**src/rtl/wam_pkg.sv**
```systemverilog
// Shared definitions for the whack-a-mole round controller.
//   state_e       : FSM state encoding (IDLE/ARM/PLAY/OVER)
//   DIFF_*        : difficulty codes driven to game_logic
//   BCD_W         : width of one BCD digit
//   to_bcd2()     : 0..99 integer to two BCD digits
//   next_diff()   : difficulty rotation EASY -> MED -> HARD -> EASY
package wam_pkg;

  typedef enum logic [1:0] {
    ST_IDLE = 2'd0,
    ST_ARM  = 2'd1,
    ST_PLAY = 2'd2,
    ST_OVER = 2'd3
  } state_e;

  localparam logic [3:0] DIFF_EASY = 4'h1;
  localparam logic [3:0] DIFF_MED  = 4'h2;
  localparam logic [3:0] DIFF_HARD = 4'h4;

  localparam int BCD_W = 4;

  function automatic logic [2*BCD_W-1:0] to_bcd2(input int unsigned v);
    to_bcd2 = {BCD_W'(v / 32'd10), BCD_W'(v % 32'd10)};
  endfunction

  // Any unexpected code falls back to EASY so the rotation always recovers.
  function automatic logic [3:0] next_diff(input logic [3:0] d);
    case (d)
      DIFF_EASY: next_diff = DIFF_MED;
      DIFF_MED:  next_diff = DIFF_HARD;
      default:   next_diff = DIFF_EASY;
    endcase
  endfunction

endpackage

```
**src/rtl/wam_round_ctrl_if.sv**
```systemverilog
// Link between the round controller and game_logic.
//   start      : clear to game_logic (1 = held in clear)
//   difficulty : difficulty code
//   tap_out    : gated tap switches
//   score      : live 3-digit BCD score from game_logic
// master = controller side, slave = game_logic side.
interface wam_round_ctrl_if;
  logic        start;
  logic [3:0]  difficulty;
  logic [7:0]  tap_out;
  logic [11:0] score;

  modport master (output start, output difficulty, output tap_out, input score);
  modport slave  (input start, input difficulty, input tap_out, output score);
endinterface

```
**src/rtl/wam_debounce.sv**
```systemverilog
// Button conditioner: 2-FF synchronizer, stability counter, rising-edge pulse.
//   clk, clr_n : clock and synchronous active-low reset
//   btn_i      : raw asynchronous button
//   press_o    : 1-cycle pulse when the debounced level rises
// The debounced level follows the synchronized input only after DEB_CYCLES
// consecutive samples that differ from the current level; a raw edge yields
// press_o 2 + DEB_CYCLES cycles later.
module wam_debounce #(
  parameter int DEB_CYCLES = 1_000_000
) (
  input  logic clk,
  input  logic clr_n,
  input  logic btn_i,
  output logic press_o
);

  localparam int CW = (DEB_CYCLES > 1) ? $clog2(DEB_CYCLES) : 1;
  localparam logic [CW-1:0] CNT_LAST = CW'(DEB_CYCLES - 1);

  logic          sync1_q;
  logic          sync2_q;
  logic          level_q;
  logic          press_q;
  logic [CW-1:0] cnt_q;

  // Synchronize, count stable disagreeing samples, and flag the accepted rise.
  always_ff @(posedge clk) begin
    if (!clr_n) begin
      sync1_q <= 1'b0;
      sync2_q <= 1'b0;
      level_q <= 1'b0;
      press_q <= 1'b0;
      cnt_q   <= '0;
    end else begin
      sync1_q <= btn_i;
      sync2_q <= sync1_q;
      press_q <= 1'b0;
      if (sync2_q == level_q) begin
        cnt_q <= '0;
      end else if (cnt_q == CNT_LAST) begin
        level_q <= sync2_q;
        press_q <= sync2_q;
        cnt_q   <= '0;
      end else begin
        cnt_q <= cnt_q + CW'(1);
      end
    end
  end

  assign press_o = press_q;

endmodule

```
**src/rtl/wam_round_ctrl.sv**
```systemverilog
// Round controller for whack-a-mole, upstream of game_logic.
//   clk, clr_n          : clock, synchronous active-low reset
//   btn_start, btn_diff : raw buttons (debounced here)
//   tap_in              : raw tap switches
//   gl                  : game_logic link (start, difficulty, tap_out, score)
//   time_left           : remaining round seconds, 2 BCD digits
//   final_score, best   : score latched at round end / best since reset
//   game_over           : high while in OVER
//   state               : current FSM state
module wam_round_ctrl
  import wam_pkg::*;
#(
  parameter int TICK_DIV   = 50_000_000,
  parameter int ROUND_SEC  = 30,
  parameter int DEB_CYCLES = 1_000_000,
  parameter int ARM_CYCLES = 1_048_576
) (
  input  logic                clk,
  input  logic                clr_n,
  input  logic                btn_start,
  input  logic                btn_diff,
  input  logic [7:0]          tap_in,
  wam_round_ctrl_if.master    gl,
  output logic [7:0]          time_left,
  output logic [11:0]         final_score,
  output logic [11:0]         best,
  output logic                game_over,
  output logic [1:0]          state
);

  localparam int TW = (TICK_DIV > 1)   ? $clog2(TICK_DIV)   : 1;
  localparam int AW = (ARM_CYCLES > 1) ? $clog2(ARM_CYCLES) : 1;
  localparam logic [TW-1:0] TICK_LAST = TW'(TICK_DIV - 1);
  localparam logic [AW-1:0] ARM_LAST  = AW'(ARM_CYCLES - 1);
  localparam logic [7:0]    ROUND_BCD = to_bcd2(ROUND_SEC);

  logic          start_p_s;
  logic          diff_p_s;
  logic [7:0]    time_dec_s;

  state_e        state_q;
  logic          start_q;
  logic [3:0]    diff_q;
  logic [7:0]    tap_sync_q;
  logic [7:0]    tap_out_q;
  logic [7:0]    time_q;
  logic [11:0]   final_q;
  logic [11:0]   best_q;
  logic          over_q;
  logic          latch_pend_q;
  logic [TW-1:0] tick_q;
  logic [AW-1:0] arm_q;

  wam_debounce #(.DEB_CYCLES(DEB_CYCLES)) u_deb_start (
    .clk     (clk),
    .clr_n   (clr_n),
    .btn_i   (btn_start),
    .press_o (start_p_s)
  );

  wam_debounce #(.DEB_CYCLES(DEB_CYCLES)) u_deb_diff (
    .clk     (clk),
    .clr_n   (clr_n),
    .btn_i   (btn_diff),
    .press_o (diff_p_s)
  );

  // Two-digit BCD decrement with borrow from the tens digit (10 -> 09).
  always_comb begin
    time_dec_s = time_q;
    if (time_q[3:0] == 4'd0) begin
      time_dec_s = {time_q[7:4] - 4'd1, 4'd9};
    end else begin
      time_dec_s = {time_q[7:4], time_q[3:0] - 4'd1};
    end
  end

  // Round FSM with all outputs held in registers; start press beats diff press.
  always_ff @(posedge clk) begin
    if (!clr_n) begin
      state_q      <= ST_IDLE;
      start_q      <= 1'b1;
      diff_q       <= DIFF_EASY;
      tap_sync_q   <= 8'h00;
      tap_out_q    <= 8'h00;
      time_q       <= ROUND_BCD;
      final_q      <= 12'h000;
      best_q       <= 12'h000;
      over_q       <= 1'b0;
      latch_pend_q <= 1'b0;
      tick_q       <= '0;
      arm_q        <= '0;
    end else begin
      // First synchronizer stage; the tap_out register is the second.
      tap_sync_q <= tap_in;
      case (state_q)
        ST_IDLE: begin
          if (start_p_s) begin
            state_q <= ST_ARM;
            arm_q   <= '0;
            time_q  <= ROUND_BCD;
          end else if (diff_p_s) begin
            diff_q <= next_diff(diff_q);
          end else begin
            state_q <= ST_IDLE;
          end
        end
        ST_ARM: begin
          if (arm_q == ARM_LAST) begin
            state_q <= ST_PLAY;
            start_q <= 1'b0;
            tick_q  <= '0;
          end else begin
            arm_q <= arm_q + AW'(1);
          end
        end
        ST_PLAY: begin
          tap_out_q <= tap_sync_q;
          if (tick_q == TICK_LAST) begin
            tick_q <= '0;
            time_q <= time_dec_s;
            if (time_q == 8'h01) begin
              state_q      <= ST_OVER;
              tap_out_q    <= 8'h00;
              over_q       <= 1'b1;
              latch_pend_q <= 1'b1;
            end else begin
              state_q <= ST_PLAY;
            end
          end else begin
            tick_q <= tick_q + TW'(1);
          end
        end
        ST_OVER: begin
          // game_logic holds its score while start is low, so sampling one
          // cycle into OVER sees the final value. BCD orders like binary.
          if (latch_pend_q) begin
            final_q      <= gl.score;
            latch_pend_q <= 1'b0;
            if (gl.score > best_q) begin
              best_q <= gl.score;
            end else begin
              best_q <= best_q;
            end
          end else begin
            latch_pend_q <= 1'b0;
          end
          if (start_p_s) begin
            state_q <= ST_ARM;
            start_q <= 1'b1;
            over_q  <= 1'b0;
            arm_q   <= '0;
            time_q  <= ROUND_BCD;
          end else if (diff_p_s) begin
            diff_q <= next_diff(diff_q);
          end else begin
            state_q <= ST_OVER;
          end
        end
        default: begin
          state_q <= ST_IDLE;
          start_q <= 1'b1;
        end
      endcase
    end
  end

  assign gl.start      = start_q;
  assign gl.difficulty = diff_q;
  assign gl.tap_out    = tap_out_q;
  assign time_left     = time_q;
  assign final_score   = final_q;
  assign best          = best_q;
  assign game_over     = over_q;
  assign state         = state_q;

endmodule

```
**src/flat_wrapper.sv**
```systemverilog
// flat-port wrapper written by rule: the top's interface ports become plain ports
module wam_round_ctrl_flat import wam_pkg::*;
#(
  parameter int TICK_DIV   = 50_000_000,
  parameter int ROUND_SEC  = 30,
  parameter int DEB_CYCLES = 1_000_000,
  parameter int ARM_CYCLES = 1_048_576
)
  (clk, clr_n, btn_start, btn_diff, tap_in, time_left, final_score, best, game_over, state, gl_start, gl_difficulty, gl_tap_out, gl_score);
  wam_round_ctrl_if gl_i ();
  input  logic clk;
  input  logic clr_n;
  input  logic btn_start;
  input  logic btn_diff;
  input  logic [7:0] tap_in;
  output logic [7:0] time_left;
  output logic [11:0] final_score;
  output logic [11:0] best;
  output logic game_over;
  output logic [1:0] state;
  output wire logic [$bits(gl_i.start)-1:0] gl_start;
  output wire logic [$bits(gl_i.difficulty)-1:0] gl_difficulty;
  output wire logic [$bits(gl_i.tap_out)-1:0] gl_tap_out;
  input wire logic [$bits(gl_i.score)-1:0] gl_score;
  assign gl_start = gl_i.start;
  assign gl_difficulty = gl_i.difficulty;
  assign gl_tap_out = gl_i.tap_out;
  assign gl_i.score = gl_score;
  wam_round_ctrl #(.TICK_DIV(TICK_DIV), .ROUND_SEC(ROUND_SEC), .DEB_CYCLES(DEB_CYCLES), .ARM_CYCLES(ARM_CYCLES)) u_core (.clk(clk), .clr_n(clr_n), .btn_start(btn_start), .btn_diff(btn_diff), .tap_in(tap_in), .gl(gl_i), .time_left(time_left), .final_score(final_score), .best(best), .game_over(game_over), .state(state));
endmodule
```
**config.mk**
```make
export PLATFORM = sky130hd
export DESIGN_NAME = wam_round_ctrl_flat
export DESIGN_NICKNAME = d
export VERILOG_FILES = /design/src/rtl/wam_pkg.sv /design/src/rtl/wam_round_ctrl_if.sv /design/src/rtl/wam_debounce.sv /design/src/rtl/wam_round_ctrl.sv /design/src/flat_wrapper.sv
export SDC_FILE = /design/constraint.sdc
export NUM_CORES = 1
export LEC_CHECK = 0
export ABC_CLOCK_PERIOD_IN_PS = 2300
export BUFFER_PORTS_ARGS = -buffer_cell sky130_fd_sc_hd__buf_2
export CAP_MARGIN = 25
export CORE_MARGIN = 5
export CORE_UTILIZATION = 25
export CTS_CLUSTER_DIAMETER = 50
export CTS_CLUSTER_SIZE = 16
export DETAILED_ROUTE_END_ITERATION = 6
export HOLD_SLACK_MARGIN = 0.15
export SYNTH_ARGS = -nofsm -noshare
export SYNTH_HDL_FRONTEND = slang
export SYNTH_HIERARCHICAL = 1
export SYNTH_SLANG_ARGS = --single-unit
```
**constraint.sdc**
```tcl
create_clock -name clk -period 2.3 [get_ports clk]
set_input_delay 0.23 -clock clk [delete_from_list [all_inputs] [get_ports clk]]
set_output_delay 0.23 -clock clk [all_outputs]
set_load 0.05 [all_outputs]
```
==> Word-level counts from Yosys, hierarchy flattened <==
Cells that the tools add are included.
{ "word_totals": {"word_cells": 111, "in_bits": 24, "output_inout_bits": 48, "ff_bits": 151} }
{ "classes": {"add_sub_neg": 6, "n_reduce_logical": 25, "magnitude_cmp": 1, "n_bitwise": 6, "n_mux": 29, "eq_ne": 21} }
{ "ops": {"columns": ["operator", "n"], "rows": [
  ["$add A20 B1 Y20 const B", 3],
  ["$eq A20 B20 Y1 const B", 3],
  ["$mux W26", 2],
  ["$pmux W26 S2", 1],
  ["$mux W20", 2],
  ["$mux W8", 5],
  ["$pmux W20 S2", 1],
  ["$add A26 B1 Y26 const B", 1],
  ["$eq A26 B26 Y1 const B", 1],
  ["$reduce_and A3 Y1", 6],
  ["$pmux W8 S2", 1],
  ["$gt A12 B12 Y1", 1],
  ["$mux W2", 6],
  ["$reduce_and A4 Y1", 3],
  ["$reduce_or A3 Y1", 4],
  ["$ne A2 B1 Y1 const B", 5],
  ["$reduce_bool A2 Y1", 5],
  ["$eq A8 B1 Y1 const B", 1],
  ["$pmux W2 S4", 1],
  ["$reduce_and A2 Y1", 4],
  ["$sub A4 B1 Y4 const B", 2],
  ["$mux W1", 6],
  ["$ne A3 B3 Y1 const B", 2],
  ["$not A1 Y1", 6],
  ["11 further kinds", 16]
]} }

==> Depth between registers and ports, before layout <==
Gate-level depths: netlist of run 1.
{ "depth": {"word_depth": 4, "ltp_mapped": 9, "depth_no_buf": 8} }

==> Modules after synthesis <==
The synthesis of run 1 kept the hierarchy.
{ "modules_own_cells": {"columns": ["module", "area_per_inst_um2", "seq_area_each_um2", "n_inst", "cells_per_inst"], "rows": [
  ["wam_round_ctrl", 5119.9, 2042.0, 1, 603],
  ["wam_debounce", 1081.0, 480.5, 2, 122]
]} }

==> Worst setup path before layout of run 1 <==
No wires, ideal clock.
{ "synth_path": {"kind": "reg-to-reg", "start": "register u_core.state_q[0] (netlist: u_core/state[0])", "end": "register u_core.arm_q[9]", "stages_incl_launch_ff": 9, "n_path_buf": 1, "required_ns": 2.168, "setup_slack_ns": -0.062, "arrival_time_ns": 2.231, "period_less_slack_ns": 2.362, "setup_ns": 0.132, "cell_sequence": "dfxtp_1 ha_1 nand2_1 or4_1 o21ai_2 buf_2 nor3_1 nor2_1 nor3_1"} }
{ "synth_between": {"elab_chain_cells": 4} }
{ "synth_rtl": {"columns": ["element", "line_no", "rtl"], "rows": [
  ["start, declared", "wam_round_ctrl.sv:41", "state_e state_q;"],
  ["start signal, assigned", "wam_round_ctrl.sv:81", "state_q <= ST_IDLE;"],
  ["start signal, assigned", "wam_round_ctrl.sv:99", "state_q <= ST_ARM;"],
  ["start signal, assigned", "wam_round_ctrl.sv:105", "state_q <= ST_IDLE;"],
  ["$eq A2 B2 Y1 or $logic_not A2 Y1 (tied branches)", "wam_round_ctrl.sv:96", "case (state_q)"],
  ["$reduce_or A2 Y1 (no source line)", null, null],
  ["$ne A2 B1 Y1 (no source line) or $reduce_bool A2 Y1 (tied branches)", null, null],
  ["$reduce_and A3 Y1 (no source line)", null, null],
  ["end signal, assigned", "wam_round_ctrl.sv:114", "arm_q <= arm_q + AW'(1);"],
  ["end, declared", "wam_round_ctrl.sv:52", "logic [AW-1:0] arm_q;"]
]} }
Several ways; a longest one is shown, not always the timed one.
A chain may end at the register's enable or synchronous reset.

==> Worst setup path in the final report of run 1 <==
{ "layout_path": {"start": "register u_core.tick_q[9]", "end": "register u_core.tick_q[16]"} }
{ "layout_between": {"elab_chain_cells": 3} }
{ "layout_rtl": {"columns": ["element", "line_no", "rtl"], "rows": [
  ["start, declared", "wam_round_ctrl.sv:51", "logic [TW-1:0] tick_q;"],
  ["start signal, assigned", "wam_round_ctrl.sv:131", "tick_q <= tick_q + TW'(1);"],
  ["$add A26 B1 Y26 or $eq A26 B26 Y1 (tied branches)", "wam_round_ctrl.sv:131, wam_round_ctrl.sv:119", null],
  ["$mux W26 (*)", "wam_round_ctrl.sv:119", "if (tick_q == TICK_LAST) begin"],
  ["$pmux W26 S2 (*)", "wam_round_ctrl.sv:96", null]
]} }
Mark *: on every way between the ends. The rest lies on a longest branch, timed or not.

==> impl_metrics.prom, run 1 <==
# TYPE chip_impl_metric gauge
chip_impl_info{name="status",value="finished clean"} 1
chip_impl_metric{name="ant_nets",unit=""} 0
chip_impl_metric{name="final_gp_congestion",unit=""} 0.7918
chip_impl_metric{name="detailroute.wirelength.met2",unit="mm"} 8.484
chip_impl_metric{name="die_y",unit="um"} 180.7
chip_impl_metric{name="netlist_area",unit="um^2"} 7282
chip_impl_metric{name="initialDrtViolationCount",unit=""} 310
chip_impl_metric{name="cts_buffers",unit=""} 17
chip_impl_metric{name="setup_viol",unit=""} 0
chip_impl_metric{name="clock_sinks",unit=""} 150
chip_impl_metric{name="power.leakage",unit="nW"} 3.136
chip_impl_metric{name="timing.final.max_slew_violations",unit=""} 0
chip_impl_metric{name="ff2ff_path_depth",unit=""} 7
chip_impl_metric{name="report.final.hold_viol_count",unit=""} 0
chip_impl_metric{name="area.growth.synth_to_final",unit="%"} 24.47
chip_impl_metric{name="finalNetCount",unit=""} 1004
chip_impl_info{name="clock_tree_from_tritoncts",value="yes"} 1
chip_impl_metric{name="post_synth_fa_ha_maj_area_fraction",unit=""} 0.04124
chip_impl_metric{name="antenna_found_initial",unit=""} 0
chip_impl_metric{name="drive_gt1_frac",unit=""} 0.2012
chip_impl_metric{name="synth_simple_gate_area_frac",unit=""} 0.2873
chip_impl_metric{name="final-instance-count-excl-fill",unit=""} 1353
chip_impl_info{name="path_cells",value="or4_1 > nor4_4 > buf_4 > a31oi_4 > o31ai_4 > buf_12 > nor2_2"} 1
chip_impl_metric{name="ys_types",unit=""} 75
chip_impl_metric{name="buffer_ports.inserted",unit=""} 70
chip_impl_metric{name="routedWlPerCell",unit="um"} 13.13
chip_impl_metric{name="tns",unit="ns"} 0
chip_impl_info{name="critical_path_sink_type",value="flip-flop"} 1
chip_impl_info{name="mostFrequentLayoutCell",value="sky130_fd_sc_hd__dfxtp_1"} 1
chip_impl_metric{name="num_vias",unit=""} 6334
chip_impl_metric{name="final_cell_area",unit="um^2"} 9064
chip_impl_metric{name="timing.fmax",unit="MHz"} 457.2
chip_impl_info{name="worst_setup_path_start_kind",value="flip-flop"} 1
chip_impl_metric{name="sequential_share_of_the_synthesized_area",unit=""} 0.4124
chip_impl_metric{name="critical_path.max_fanout",unit=""} 20
chip_impl_metric{name="chipWidth",unit="um"} 180.7
chip_impl_metric{name="synth_enable_flop_cells",unit=""} 0
chip_impl_metric{name="worst-endpoint-arrival",unit="ns"} 2.50
chip_impl_metric{name="htree_levels",unit=""} 4
chip_impl_metric{name="yosys_warnings",unit=""} 6
chip_impl_metric{name="post-place-cells",unit=""} 1298
chip_impl_metric{name="synth_xor_area_frac",unit=""} 0.05292
chip_impl_metric{name="cts_max_path_buffers",unit=""} 2
chip_impl_info{name="worst_hold_path.endpoint",value="u_core/arm_q[16]$_SDFFE_PN0P_"} 1
chip_impl_info{name="hold_class",value="in2reg"} 1
chip_impl_metric{name="synthesized_netlist_net_count",unit=""} 895
chip_impl_metric{name="synth.ff_latch_count",unit=""} 150
chip_impl_info{name="top_metal_layer_carrying_routed_signals",value="met4"} 1
chip_impl_metric{name="globalRouteTotalUtil",unit=""} 0.1063
chip_impl_metric{name="dpl-instance-area",unit="um^2"} 8203
chip_impl_info{name="min-delay-start",value="clr_n"} 1
chip_impl_metric{name="synth_compound_gate_area_share",unit=""} 0.1330
chip_impl_info{name="synth_flop_cell",value="sky130_fd_sc_hd__dfxtp_1"} 1
chip_impl_metric{name="clk-insertion-delay-late",unit="ns"} 0.42
chip_impl_metric{name="setup_slack",unit="ns"} 0.1128
chip_impl_metric{name="final.min_clock_period",unit="ns"} 2.187
chip_impl_metric{name="grt.overflow.total",unit=""} 0
chip_impl_metric{name="total_power",unit="mW"} 5.973
chip_impl_metric{name="rows",unit=""} 62
chip_impl_metric{name="drc_errors",unit=""} 0
chip_impl_info{name="worst_r2r_endpoint",value="u_core/tick_q[16]$_SDFFE_PN0P_"} 1
chip_impl_metric{name="total_core_area",unit="um^2"} 28700
chip_impl_metric{name="ios",unit=""} 72
chip_impl_metric{name="drt_pass_1_iters",unit=""} 4
chip_impl_metric{name="first_global_vias",unit=""} 5930
chip_impl_metric{name="postSynth.asyncResetShare",unit=""} 0
chip_impl_metric{name="syn-mean-instance-area",unit="um^2"} 8.597
chip_impl_metric{name="r2r_setup_slack",unit="ns"} 0.11
chip_impl_metric{name="clkTransAtPathRegs",unit="ns"} 0.06
chip_impl_metric{name="detail_route.wirelength.met1",unit="mm"} 8.353
chip_impl_metric{name="critical_path.max_stage_delay",unit="ns"} 0.56
chip_impl_metric{name="n_fill_cell",unit=""} 3037
chip_impl_info{name="r2r_start",value="u_core/tick_q[9]$_SDFFE_PN0P_"} 1
chip_impl_info{name="clock-root-buffer",value="sky130_fd_sc_hd__clkbuf_16"} 1
chip_impl_metric{name="syn_inst",unit=""} 847
chip_impl_metric{name="worst_ep_required_time",unit="ns"} 2.61
chip_impl_metric{name="p_per_area",unit="nW/um^2"} 659.0
chip_impl_metric{name="holdPathStages",unit=""} 3
chip_impl_metric{name="timing.final.crit_share",unit=""} 0.9509
chip_impl_metric{name="grt_first_pass_wirelength",unit="mm"} 29.07
chip_impl_metric{name="timing.clock.skew",unit="ns"} 0.008649
chip_impl_metric{name="power.ir.vdd_worst",unit="V"} 0.0003716
chip_impl_metric{name="pin_count_of_the_biggest_net_entering_global_routing",unit=""} 38
chip_impl_metric{name="routed-wl-met3",unit="um"} 572
chip_impl_metric{name="pre_cts_ws",unit="ns"} 0.08697
chip_impl_metric{name="viasPerCell",unit=""} 4.681
chip_impl_metric{name="detailedPlacementHpwl",unit="mm"} 12.59
chip_impl_metric{name="die_area",unit="um^2"} 32640
chip_impl_metric{name="drv_cap",unit=""} 0
chip_impl_metric{name="initial_utilization",unit=""} 0.2537
chip_impl_info{name="worst_path_max_delay_cell",value="sky130_fd_sc_hd__or4_1"} 1
chip_impl_info{name="timing_startpoint_of_the_critical_path",value="u_core/tick_q[9]$_SDFFE_PN0P_"} 1
chip_impl_metric{name="synth.mux.area_fraction",unit=""} 0.03316
chip_impl_metric{name="insertedDiodeCount",unit=""} 0
chip_impl_info{name="worstSetupPathType",value="reg2reg"} 1
chip_impl_info{name="most-common-layout-cells",value="sky130_fd_sc_hd__dfxtp_1, sky130_fd_sc_hd__nand2_1, sky130_fd_sc_hd__nor2_1"} 1
chip_impl_info{name="combinational_family_with_the_most_area_after_synthesis",value="simple AND/OR/NAND/NOR gates"} 1
chip_impl_metric{name="finalWirelength",unit="mm"} 17.77
-- worst max path at each step --
stage | endpoint | slack (ns) | cells after the start
after global routing | u_core/gl.tap_out[4]$_SDFFE_PN0P_ | -0.003 | 7
after floorplan | u_core/best[10]$_SDFFE_PN0P_ | 0.02 | 9
after CTS | u_core/best[2]$_SDFFE_PN0P_ | 0.02 | 10
after detailed placement | u_core/gl.tap_out[4]$_SDFFE_PN0P_ | 0.09 | 6
after global placement | u_core/gl.tap_out[7]$_SDFFE_PN0P_ | 0.12 | 6
final | u_core/tick_q[16]$_SDFFE_PN0P_ | 0.11 | 7
-- worst max-delay path: cells and delay by family, from the launching register on --
family | cells | cell delay [ns]
flip-flops | 1 | 0.34
buffers and inverters | 2 | 0.39
AO/OA/AOI/OAI | 2 | 0.44
AND/OR/NAND/NOR | 3 | 0.88
-- stage by stage --
step           hold slack, ns  utilization
2_1_floorplan          0.3517            -
3_3_place_gp           0.4165       0.2858
3_5_place_dp           0.4275       0.2858
4_1_cts                0.2850       0.3147
5_1_grt                0.3109       0.3158
6_report               0.2838       0.3158
-- per-layer routing --
layer / up-vias / track usage
met2: 90 / 0.1765
li1: 3244 / -
met4: 0 / 0.03630
met3: 31 / 0.02826
met1: 2969 / 0.1337
met5: - / 0
-- cells by family (layout without fill, tap and decap cells) --
logic type               Yosys count  count (layout)
AO/OA/AOI/OAI                    152             152
XOR/XNOR                          44              44
adder cells (fa/ha/maj)           24              24
buffers and inverters             62             184
flip-flops                       150             150
multiplexers                      24              24
other                              1               1
AND/OR/NAND/NOR                  390             390
-- repair_timing --
item	in CTS	in global routing
gates resized for setup	0	7
buffers inserted	0	1
setup endpoints to repair	0	22
hold buffers	22	0
endpoints found under the hold margin	34	0
-- cell type report --
| class | count | area (um^2) | share of cell area |
|---|---|---|---|
| clock buffers | 21 | 460.4 | 0.05080 |
| clock inverters | 11 | 148.9 | 0.01643 |
| inverters | 32 | 120.1 | 0.01325 |
| multi-input cells | 635 | 4015 | 0.4430 |
| flip-flops and latches | 150 | 3008 | 0.3319 |
| well taps | 384 | 480.5 | 0.05301 |
| repair buffers | 120 | 830.8 | 0.09166 |
-- sequential cells by signal, indices dropped and copies added, names as in the netlist, 2 cells and up --
name and flops:
u_core/u_deb_start/cnt_q 20, u_core/gl.difficulty 3, u_core/best 12, u_core/arm_q 20, u_core/time_left 8, u_core/tick_q 26
u_core/u_deb_diff/cnt_q 20, u_core/tap_sync_q 8, u_core/gl.tap_out 8, u_core/final_score 12, u_core/state 2
-- power breakdown --
part	switching, mW	internal [mW]
Combinational	0.292	0.175
Sequential	0.0154	2.62
Clock	1.10	1.77
Total	1.41	4.56
-- cells in the mapped netlist, types with 3 or more instances --
cell                       number  area share
sky130_fd_sc_hd__a21boi_0       4      0.0041
sky130_fd_sc_hd__a21o_1         3      0.0031
sky130_fd_sc_hd__a21oi_1       65       0.045
sky130_fd_sc_hd__a31oi_1        9      0.0077
sky130_fd_sc_hd__and2_1        17       0.015
sky130_fd_sc_hd__and3_1         5      0.0043
sky130_fd_sc_hd__and3_2         5      0.0052
sky130_fd_sc_hd__and4_1         4      0.0048
sky130_fd_sc_hd__and4_2         4      0.0055
sky130_fd_sc_hd__buf_2          8      0.0055
sky130_fd_sc_hd__buf_6          5      0.0077
sky130_fd_sc_hd__clkbuf_1      14      0.0072
sky130_fd_sc_hd__dfxtp_1      150        0.41
sky130_fd_sc_hd__ha_1          24       0.041
sky130_fd_sc_hd__inv_1         30       0.015
sky130_fd_sc_hd__mux2i_1       23       0.032
sky130_fd_sc_hd__nand2_1       90       0.046
sky130_fd_sc_hd__nand2_2        3      0.0026
sky130_fd_sc_hd__nand3_1       42       0.029
sky130_fd_sc_hd__nand4_1       23       0.020
sky130_fd_sc_hd__nand4b_1       4      0.0048
sky130_fd_sc_hd__nor2_1        76       0.039
sky130_fd_sc_hd__nor2_2        21       0.018
sky130_fd_sc_hd__nor2b_1        9      0.0077
sky130_fd_sc_hd__nor3_1        22       0.015
sky130_fd_sc_hd__nor4_1        17       0.015
sky130_fd_sc_hd__o211ai_1       3      0.0031
sky130_fd_sc_hd__o21a_1         8      0.0082
sky130_fd_sc_hd__o21ai_0       14      0.0096
sky130_fd_sc_hd__o21ai_1       14      0.0096
sky130_fd_sc_hd__o31ai_1        9      0.0093
sky130_fd_sc_hd__or3_1          9      0.0077
sky130_fd_sc_hd__or4_1         17       0.018
sky130_fd_sc_hd__xnor2_1       28       0.034
sky130_fd_sc_hd__xor2_1        16       0.019
No activity file was read; power rests on OpenSTA's default activity.
==> run 2, diff against run 1 <==
--- a/config.mk
+++ b/config.mk
@@ -5,7 +5,7 @@
 export SDC_FILE = /design/constraint.sdc
 export NUM_CORES = 1
 export LEC_CHECK = 0
-export ABC_CLOCK_PERIOD_IN_PS = 2300
+export ABC_CLOCK_PERIOD_IN_PS = 2400
 export BUFFER_PORTS_ARGS = -buffer_cell sky130_fd_sc_hd__buf_2
 export CAP_MARGIN = 25
 export CORE_MARGIN = 5
==> constraint.sdc (replaced) <==
create_clock -name clk -period 2.4 [get_ports clk]
set_input_delay 0.24 -clock clk [delete_from_list [all_inputs] [get_ports clk]]
set_output_delay 0.24 -clock clk [all_outputs]
set_load 0.05 [all_outputs]
==> run 2 against run 1 <==
Compared with the run above: non-clock buffer count down 1; wire length up 0.37%; cell count about the same; clock power down 5%; hold slack better by 0.0062 ns; sequential cell count unchanged; cell area down 0.84%; utilization down 0.27 points; sequential power down 4%; global-route usage up 0.22 points; highest routed layer unchanged.
==> impl_metrics.prom, run 2 (same netlist as run 1, synthesis figures left out) <==
# TYPE chip_impl_metric gauge
chip_impl_metric{name="ios",unit=""} 72
chip_impl_metric{name="finalNetCount",unit=""} 1003
chip_impl_metric{name="report.final.hold_viol_count",unit=""} 0
chip_impl_info{name="cp_top_delay_family",value="simple AND/OR/NAND/NOR gates"} 1
chip_impl_metric{name="clock_sinks",unit=""} 150
chip_impl_metric{name="rows",unit=""} 62
chip_impl_metric{name="final.min_clock_period",unit="ns"} 2.246
chip_impl_metric{name="n_fill_cell",unit=""} 3073
chip_impl_metric{name="holdPathStages",unit=""} 3
chip_impl_info{name="worst_setup_path_start_kind",value="flip-flop"} 1
chip_impl_metric{name="setup_viol",unit=""} 0
chip_impl_info{name="rsz0062_at_grt",value="no"} 1
chip_impl_metric{name="timing.clock.skew",unit="ns"} 0.009655
chip_impl_metric{name="power.leakage",unit="nW"} 3.109
chip_impl_info{name="worstSetupPathType",value="reg2reg"} 1
chip_impl_metric{name="die_area",unit="um^2"} 32640
chip_impl_metric{name="critical_path.max_stage_delay",unit="ns"} 0.56
chip_impl_metric{name="largest_register_ff_count",unit=""} 26
chip_impl_info{name="worst_path_max_delay_cell",value="sky130_fd_sc_hd__or4b_4"} 1
chip_impl_metric{name="antenna_found_initial",unit=""} 0
chip_impl_info{name="clock-root-buffer",value="sky130_fd_sc_hd__clkbuf_16"} 1
chip_impl_metric{name="clk-insertion-delay-late",unit="ns"} 0.43
chip_impl_metric{name="globalRouteTotalUtil",unit=""} 0.1085
chip_impl_metric{name="grt.overflow.total",unit=""} 0
chip_impl_metric{name="final_gp_congestion",unit=""} 0.8057
chip_impl_metric{name="clkTransAtPathRegs",unit="ns"} 0.06
chip_impl_metric{name="area.growth.synth_to_final",unit="%"} 23.42
chip_impl_metric{name="initialDrtViolationCount",unit=""} 352
chip_impl_metric{name="ff2ff_path_depth",unit=""} 6
chip_impl_metric{name="power.ir.vdd_worst",unit="V"} 0.0004957
chip_impl_metric{name="drc_errors",unit=""} 0
chip_impl_metric{name="initial_utilization",unit=""} 0.2537
chip_impl_metric{name="chipWidth",unit="um"} 180.7
chip_impl_metric{name="critical_path.max_fanout",unit=""} 6
chip_impl_metric{name="timing.final.max_slew_violations",unit=""} 0
chip_impl_metric{name="worst_path_depth",unit=""} 6
chip_impl_metric{name="drv_cap",unit=""} 0
chip_impl_info{name="mostFrequentLayoutCell",value="sky130_fd_sc_hd__dfxtp_1"} 1
chip_impl_info{name="hold_class",value="in2reg"} 1
chip_impl_metric{name="cts_buffers",unit=""} 17
chip_impl_metric{name="grt_first_pass_wirelength",unit="mm"} 29.87
chip_impl_metric{name="cts_max_path_buffers",unit=""} 2
chip_impl_metric{name="post-cts-setup-buffers",unit=""} 0
chip_impl_metric{name="p_per_area",unit="nW/um^2"} 634.5
chip_impl_metric{name="viasPerCell",unit=""} 4.687
chip_impl_metric{name="drt_pass_1_iters",unit=""} 5
chip_impl_info{name="top_register",value="u_core/tick_q"} 1
chip_impl_metric{name="worstPathBufferInverterCount",unit=""} 0
chip_impl_metric{name="timing.final.crit_share",unit=""} 0.9360
chip_impl_metric{name="worst-endpoint-arrival",unit="ns"} 2.56
chip_impl_info{name="critical_path_sink_type",value="flip-flop"} 1
chip_impl_metric{name="total_power",unit="mW"} 5.703
chip_impl_info{name="status",value="finished clean"} 1
chip_impl_metric{name="num_vias",unit=""} 6337
chip_impl_metric{name="first_global_vias",unit=""} 5942
chip_impl_metric{name="timing.fmax",unit="MHz"} 445.2
chip_impl_metric{name="detailedPlacementHpwl",unit="mm"} 12.79
chip_impl_metric{name="insertedDiodeCount",unit=""} 0
chip_impl_metric{name="worst_ep_required_time",unit="ns"} 2.71
chip_impl_metric{name="htree_levels",unit=""} 4
chip_impl_metric{name="pin_count_of_the_biggest_net_entering_global_routing",unit=""} 24
chip_impl_metric{name="drive_gt1_frac",unit=""} 0.1932
chip_impl_metric{name="tns",unit="ns"} 0
chip_impl_metric{name="total_core_area",unit="um^2"} 28700
chip_impl_metric{name="finalWirelength",unit="mm"} 17.84
chip_impl_info{name="clock_tree_from_tritoncts",value="yes"} 1
chip_impl_metric{name="ant_nets",unit=""} 0
chip_impl_info{name="most-common-layout-cells",value="sky130_fd_sc_hd__dfxtp_1, sky130_fd_sc_hd__nand2_1, sky130_fd_sc_hd__nor2_1"} 1
chip_impl_info{name="path_cells",value="or4b_4 > nor4_4 > nand4_2 > a21oi_1 > o2111ai_1 > o31a_1"} 1
chip_impl_metric{name="routedWlPerCell",unit="um"} 13.19
chip_impl_metric{name="die_y",unit="um"} 180.7
chip_impl_metric{name="buffer_ports.inserted",unit=""} 70
## run 2: through the flow
step | hold WS [ns] | cell area, um^2 | std cells | setup WS, ns | util
2_1_floorplan | 0.3617 | 7282 | 847 | 0.03751 | -
3_3_place_gp | 0.4188 | 8160 | 1298 | 0.2146 | 0.2843
3_5_place_dp | 0.4184 | 8160 | 1298 | 0.1701 | 0.2843
4_1_cts | 0.2719 | 8987 | 1352 | 0.1537 | 0.3131
5_1_grt | 0.3185 | 8987 | 1352 | 0.05028 | 0.3131
6_report | 0.2900 | 8987 | 1352 | 0.1536 | 0.3131
## run 2: timing repair
| item | CTS | global route |
|---|---|---|
| hold endpoints to repair | 34 | 0 |
| hold buffers | 22 | 0 |
| resized for setup | 0 | 0 |
## run 2: final timing paths
| kind | startpoint | endpoint | slack [ns] |
|---|---|---|---|
| worst min register to register | u_core/u_deb_diff/sync1_q$_SDFF_PN0_ | u_core/u_deb_diff/sync2_q$_SDFF_PN0_ | 0.44 |
| worst max register to register | u_core/tick_q[8]$_SDFFE_PN0P_ | u_core/time_left[5]$_SDFFE_PN1P_ | 0.15 |
| worst max-delay path | u_core/tick_q[8]$_SDFFE_PN0P_ | u_core/time_left[5]$_SDFFE_PN1P_ | 0.15 |
| worst min-delay path | clr_n | u_core/gl.difficulty[0]$_SDFFE_PN1P_ | 0.29 |
## run 2: per-layer routing
layer | wire (um) | track usage | up-vias
met1 | 8563 | 0.1402 | 2997
met5 | 0 | 0 | -
met3 | 506 | 0.02200 | 23
met4 | 363 | 0.04144 | 0
met2 | 8403 | 0.1785 | 87
li1 | - | - | 3230
## run 2: worst reg2reg max path, cell delays in order, from the launching register on
cell and delay (ns):
sky130_fd_sc_hd__dfxtp_1 0.35, sky130_fd_sc_hd__or4b_4 0.56, sky130_fd_sc_hd__nor4_4 0.44, sky130_fd_sc_hd__nand4_2 0.25
sky130_fd_sc_hd__a21oi_1 0.25, sky130_fd_sc_hd__o2111ai_1 0.15, sky130_fd_sc_hd__o31a_1 0.13
## run 2: layout make-up
type	instances	area [um^2]	share of cell area
clock buffers	20	466.7	0.05193
clock inverters	12	140.1	0.01559
multi-input cells	635	3991	0.4441
inverters	32	120.1	0.01336
flip-flops and latches	150	3003	0.3341
repair buffers	119	785.8	0.08743
well taps	384	480.5	0.05346
## run 2: report_power, final
part	leakage, nW	total (mW)	switching, mW	internal [mW]
Sequential	1.21	2.53	0.0155	2.51
Combinational	1.61	0.441	0.279	0.161
Clock	0.290	2.74	1.11	1.63
Total	3.11	5.70	1.40	4.30
